## src/rtl/div_pkg.sv

```systemverilog
// Shared types and sizing helpers for the sequential restoring divider.
package div_pkg;

  typedef enum logic [1:0] {IDLE, BUSY, DONE} div_state_e;

  localparam int DIV_WIDTH_DEFAULT = 8;

  function automatic int cnt_width(input int w);
    return $clog2(w + 1);
  endfunction

endpackage

```

## src/rtl/div_step.sv

```systemverilog
// One combinational restoring-division step: shift in a dividend bit, trial-subtract, keep or restore.
module div_step
  import div_pkg::*;
#(
  parameter int WIDTH = DIV_WIDTH_DEFAULT
) (
  input  logic [WIDTH-1:0] rem_i,
  input  logic             bit_i,
  input  logic [WIDTH-1:0] divisor_i,
  output logic [WIDTH-1:0] rem_o,
  output logic             q_o
);

  logic [WIDTH:0] shifted;
  logic [WIDTH:0] diff;

  always_comb begin
    shifted = {rem_i, bit_i};
    diff    = shifted - {1'b0, divisor_i};
    // A set top bit already exceeds any WIDTH-bit divisor; otherwise diff's top bit is the borrow.
    q_o     = shifted[WIDTH] | ~diff[WIDTH];
    rem_o   = q_o ? diff[WIDTH-1:0] : shifted[WIDTH-1:0];
  end

endmodule

```

## src/rtl/seq_divider.sv

```systemverilog
// Multi-cycle unsigned restoring divider with valid/ready operand and result handshakes.
// Optional DIV_ZERO_FLAG_EN: zero divisor short-circuits to DONE and raises div_zero.
module seq_divider
  import div_pkg::*;
#(
  parameter int WIDTH = DIV_WIDTH_DEFAULT
) (
  input  logic             clk,
  input  logic             rst_n,
  input  logic             in_valid,
  output logic             in_ready,
  input  logic [WIDTH-1:0] dividend,
  input  logic [WIDTH-1:0] divisor,
  output logic             out_valid,
  input  logic             out_ready,
  output logic [WIDTH-1:0] quotient,
  output logic [WIDTH-1:0] remainder,
  output logic             div_zero
);

  localparam int CW = cnt_width(WIDTH);

  div_state_e       state_q, state_d;
  logic [CW-1:0]    cnt_q, cnt_d;
  logic [WIDTH-1:0] acc_q, acc_d;   // dividend bits shift out the top, quotient bits shift in the bottom
  logic [WIDTH-1:0] rem_q, rem_d;
  logic [WIDTH-1:0] dsr_q, dsr_d;
  logic             in_ready_q, in_ready_d;
  logic             out_valid_q, out_valid_d;
  logic [WIDTH-1:0] step_rem;
  logic             step_q;
`ifdef DIV_ZERO_FLAG_EN
  logic             dz_q, dz_d;
`endif

  div_step #(.WIDTH(WIDTH)) u_step (
    .rem_i     (rem_q),
    .bit_i     (acc_q[WIDTH-1]),
    .divisor_i (dsr_q),
    .rem_o     (step_rem),
    .q_o       (step_q)
  );

  always_comb begin
    state_d     = state_q;
    cnt_d       = cnt_q;
    acc_d       = acc_q;
    rem_d       = rem_q;
    dsr_d       = dsr_q;
    in_ready_d  = in_ready_q;
    out_valid_d = out_valid_q;
`ifdef DIV_ZERO_FLAG_EN
    dz_d        = dz_q;
`endif
    case (state_q)
      IDLE: begin
        if (in_valid && in_ready_q) begin
          state_d    = BUSY;
          cnt_d      = CW'(WIDTH);
          acc_d      = dividend;
          rem_d      = '0;
          dsr_d      = divisor;
          in_ready_d = 1'b0;
`ifdef DIV_ZERO_FLAG_EN
          dz_d       = 1'b0;
          if (divisor == '0) begin
            state_d     = DONE;
            cnt_d       = '0;
            acc_d       = '1;
            rem_d       = dividend;
            dz_d        = 1'b1;
            out_valid_d = 1'b1;
          end
`endif
        end
      end
      BUSY: begin
        acc_d = {acc_q[WIDTH-2:0], step_q};
        rem_d = step_rem;
        cnt_d = cnt_q - CW'(1);
        if (cnt_q == CW'(1)) begin
          state_d     = DONE;
          out_valid_d = 1'b1;
        end
      end
      DONE: begin
        if (out_ready) begin
          state_d     = IDLE;
          in_ready_d  = 1'b1;
          out_valid_d = 1'b0;
        end
      end
      default: begin
        state_d     = IDLE;
        in_ready_d  = 1'b1;
        out_valid_d = 1'b0;
      end
    endcase
  end

  always_ff @(posedge clk or negedge rst_n) begin
    if (!rst_n) begin
      state_q     <= IDLE;
      cnt_q       <= '0;
      acc_q       <= '0;
      rem_q       <= '0;
      dsr_q       <= '0;
      in_ready_q  <= 1'b1;
      out_valid_q <= 1'b0;
`ifdef DIV_ZERO_FLAG_EN
      dz_q        <= 1'b0;
`endif
    end else begin
      state_q     <= state_d;
      cnt_q       <= cnt_d;
      acc_q       <= acc_d;
      rem_q       <= rem_d;
      dsr_q       <= dsr_d;
      in_ready_q  <= in_ready_d;
      out_valid_q <= out_valid_d;
`ifdef DIV_ZERO_FLAG_EN
      dz_q        <= dz_d;
`endif
    end
  end

  assign in_ready  = in_ready_q;
  assign out_valid = out_valid_q;
  assign quotient  = acc_q;
  assign remainder = rem_q;
`ifdef DIV_ZERO_FLAG_EN
  assign div_zero  = dz_q;
`else
  assign div_zero  = 1'b0;
`endif

endmodule

```

## config.mk

```make
export PLATFORM = sky130hd
export DESIGN_NAME = seq_divider
export DESIGN_NICKNAME = d
export VERILOG_FILES = /design/src/rtl/div_pkg.sv /design/src/rtl/div_step.sv /design/src/rtl/seq_divider.sv
export SDC_FILE = /design/constraint.sdc
export NUM_CORES = 1
export LEC_CHECK = 0
export CAP_MARGIN = 15
export CORE_ASPECT_RATIO = 0.8
export CORE_MARGIN = 2
export CORE_UTILIZATION = 48
export CTS_CLUSTER_SIZE = 8
export DETAILED_ROUTE_END_ITERATION = 10
export GPL_ROUTABILITY_DRIVEN = 0
export PLACE_DENSITY_LB_ADDON = 0.1
export SKIP_CTS_REPAIR_TIMING = 1
export SLEW_MARGIN = 0
export SYNTH_ARGS = -nofsm -noshare
export SYNTH_HDL_FRONTEND = slang
export SYNTH_SLANG_ARGS = --single-unit
```

## constraint.sdc

```tcl
create_clock -name clk -period 6.3 [get_ports clk]
set_clock_uncertainty 0.05 [all_clocks]
set_input_delay 0.945 -clock clk [delete_from_list [all_inputs] [get_ports clk]]
set_output_delay 0.945 -clock clk [all_outputs]
set_load 0.01 [all_outputs]
```

==> results.yml <==
cells_and_area:
  drive_above_1_share_pct: 8.26
  design_area_mm2: 0.00225
  fin_nets: 248
  layout_commonest_cell: "clkdlybuf4s50_1"
  area_growth_pct: 28.7
  final_util_pct: 64.9
  mostFrequentLayoutCells: "clkdlybuf4s50_1 (37), dfrtp_1 (31), nand2_1 (27)"
  antenna_cells: 0
yosys:
  synthTopCellsByArea: "dfrtp_1 (44%), ha_1 (7.2%), nand2_1 (5.8%)"
  syn_area_mm2: 0.00175
  synth-async-reset-ratio_pct: 100
  synthFlopType: "dfrtp_1"
  ys_ff_latch: 32
  ys_seq_area_share_pct: 45.9
  yosys.area.top_type_share_pct: 44.3
  synth_cells: 180
  syn_area_per_cell_um2: 9.72
  synth_top_area_cell: "dfrtp_1"
  ys_types: 44
  yosysWarnings: 0
  synth_nets: 211
  synth-edff-count: 0
power:
  pwr-share-comb_pct: 55.7
  power_switching_w: 0.000490
  powerDensity_mw_per_mm2: 538
  swShare_pct: 40.5
  clockPowerShare_pct: 14.0
  power.leakage_nw: 1.08
  p_seq_share_pct: 30.3
  p_int_w: 0.000720
  ir_worst_vdd_v: 0.000344
worst_setup_path:
  critical_path_class: "reg2reg"
  critPathArrivalTime_ns: 2.71
  end_kind: "flop"
  start_kind: "flop"
  required_ns: 6.45
  cp_max_fo: 10
global_routing:
  antenna_found_initial: 0
  grt_max_degree: 33
  grt_use_total_pct: 20.9
  grt_pass1_wl_mm: 6.67
  grt_pass1_vias: 1410
  grt_overflow: 0
placement:
  place_hpwl_mm: 2.76
  place_area_mm2: 0.00215
  numPortBuffers: 37
floorplanning:
  fp.dieH_um: 58.0
  initial_core_util_pct: 50.4
  core_area_mm2: 0.00347
  rows: 19
  die_area_mm2: 0.00415
  io_pins: 39
  die_x_um: 71.5
sta:
  hold_viol_final: 0
  tightest_slew_ns: 1.08
  finalSetupTns_ns: 0
  report.final.slew_viol_count: 0
  period_share_pct: 40.7
  rsz0062_at_grt: "false"
  fin_hold_ws_ns: 0.450
  max_freq_mhz: 390
  slew_headroom_pct: 28.0
  finalCriticalPeriod_ns: 2.56
  setup_viol: 0
run:
  cap_violations: 0
route:
  antenna_left: 0
  vias_per_cell: 5.46
  via_count: 1420
  avgRoutedWirePerCell_um: 14.8
  drc: 0
  wl_mm: 3.84
  dr.pass1.iters: 6
  drt_iter0_drc: 127
clocking:
  tritoncts: "yes"
  clock-sinks: 32
  clk_latency_ns: 0.28
  cts_max_level: 2
  numCtsBuffers: 5
  clock_path_buffers: 2
  cts-root-buf: "clkbuf_8"
  clk_pin_slew_ns: 0.06
status:
  status: "finished clean"
worst_hold_path:
  hold_path.class: "reg2reg"
[synthesized netlist by cell type (all sizes together) (3+ instances only)]
library cell / n
clkbuf: 4
ha: 10
xor2: 4
a222oi: 7
dfrtp: 31
nand2: 27
inv: 21
a21o: 3
mux2i: 4
nor2: 6
o21ai: 18
o211ai: 3
buf: 5
a21oi: 7
o22ai: 3
[metrics by stage]
stage / power, W / instances / setup WS [ns]
6_report: 0.00121 / 260 / 3.74
5_1_grt: 0.00131 / 260 / 3.60
4_1_cts: 0.00122 / 260 / 3.73
3_5_place_dp: 0.00104 / 252 / 3.76
3_3_place_gp: 0.00101 / 252 / 3.80
2_1_floorplan: 0.000840 / 180 / 3.97
[state kept, by name, indices dropped and copies added (netlist names)]
| signal | cells |
|---|---|
| remainder | 8 |
| quotient | 8 |
| state_q | 2 |
| cnt_q | 4 |
| out_valid | 1 |
| dsr_q | 8 |
| in_ready | 1 |
[power groups by stage]
stage	combinational (W)	clock [W]	sequential [W]
final	0.000674	0.000169	0.000367
after global routing	0.000750	0.000186	0.000378
after CTS	0.000677	0.000174	0.000366
after detailed placement	0.000668	0	0.000369
after global placement	0.000648	0	0.000364
after floorplan	0.000471	0	0.000369
[layout make-up]
class                      instances  area, um^2
fill                             294        1220
multi-input combinational        118         832
inverter                          21        78.8
clock buffer                       8         100
timing repair buffer              39         385
tap                               42        52.6
sequential                        32         802
[path summary, 6_finish.rpt]
check	start	endpoint	slack, ns	depth (start not counted)
worst max-delay path	quotient[7]	remainder[0]	3.74	9
worst min-delay path	cnt_q[3]	cnt_q[3]	0.45	1
worst max register to register	quotient[7]	remainder[0]	3.74	9
worst min register to register	cnt_q[3]	cnt_q[3]	0.45	1
max in group asynchronous	rst_n	in_ready	4.87	2
min in group asynchronous	rst_n	out_valid	1.01	2
[metal layers]
| metal | up-vias | part of all wire, % | GRT usage (%) |
|---|---|---|---|
| li1 | 702 | - | - |
| met1 | 667 | 47 | 28.2 |
| met2 | 47 | 46 | 32.1 |
| met3 | 4 | 6.3 | 6.78 |
| met4 | 0 | 0.81 | 7.01 |
| met5 | - | 0 | 0 |
[critical path, stage by stage (launching register included)]
cell and delay, ns:
dfrtp_1 0.39, inv_1 0.08, ha_1 0.17, inv_1 0.06
fa_1 0.43, a211oi_2 0.27, o211ai_1 0.11, a211o_1 0.47
mux2_4 0.36, o22ai_2 0.10
[cells by family (layout without fill, tap and decap cells)]
| group | count (synthesis) | after routing | share of synthesized area (%) |
|---|---|---|---|
| AO/OA/AOI/OAI | 54 | 54 | 21.7 |
| XOR/XNOR | 5 | 5 | 2.50 |
| adder cells (fa/ha/maj) | 11 | 11 | 8.30 |
| buffers and inverters | 30 | 68 | 7.44 |
| flip-flops | 32 | 32 | 45.9 |
| multiplexers | 6 | 6 | 3.79 |
| other | 1 | 1 | 0.214 |
| AND/OR/NAND/NOR | 41 | 41 | 10.2 |
No activity file was read; power rests on OpenSTA's default activity.
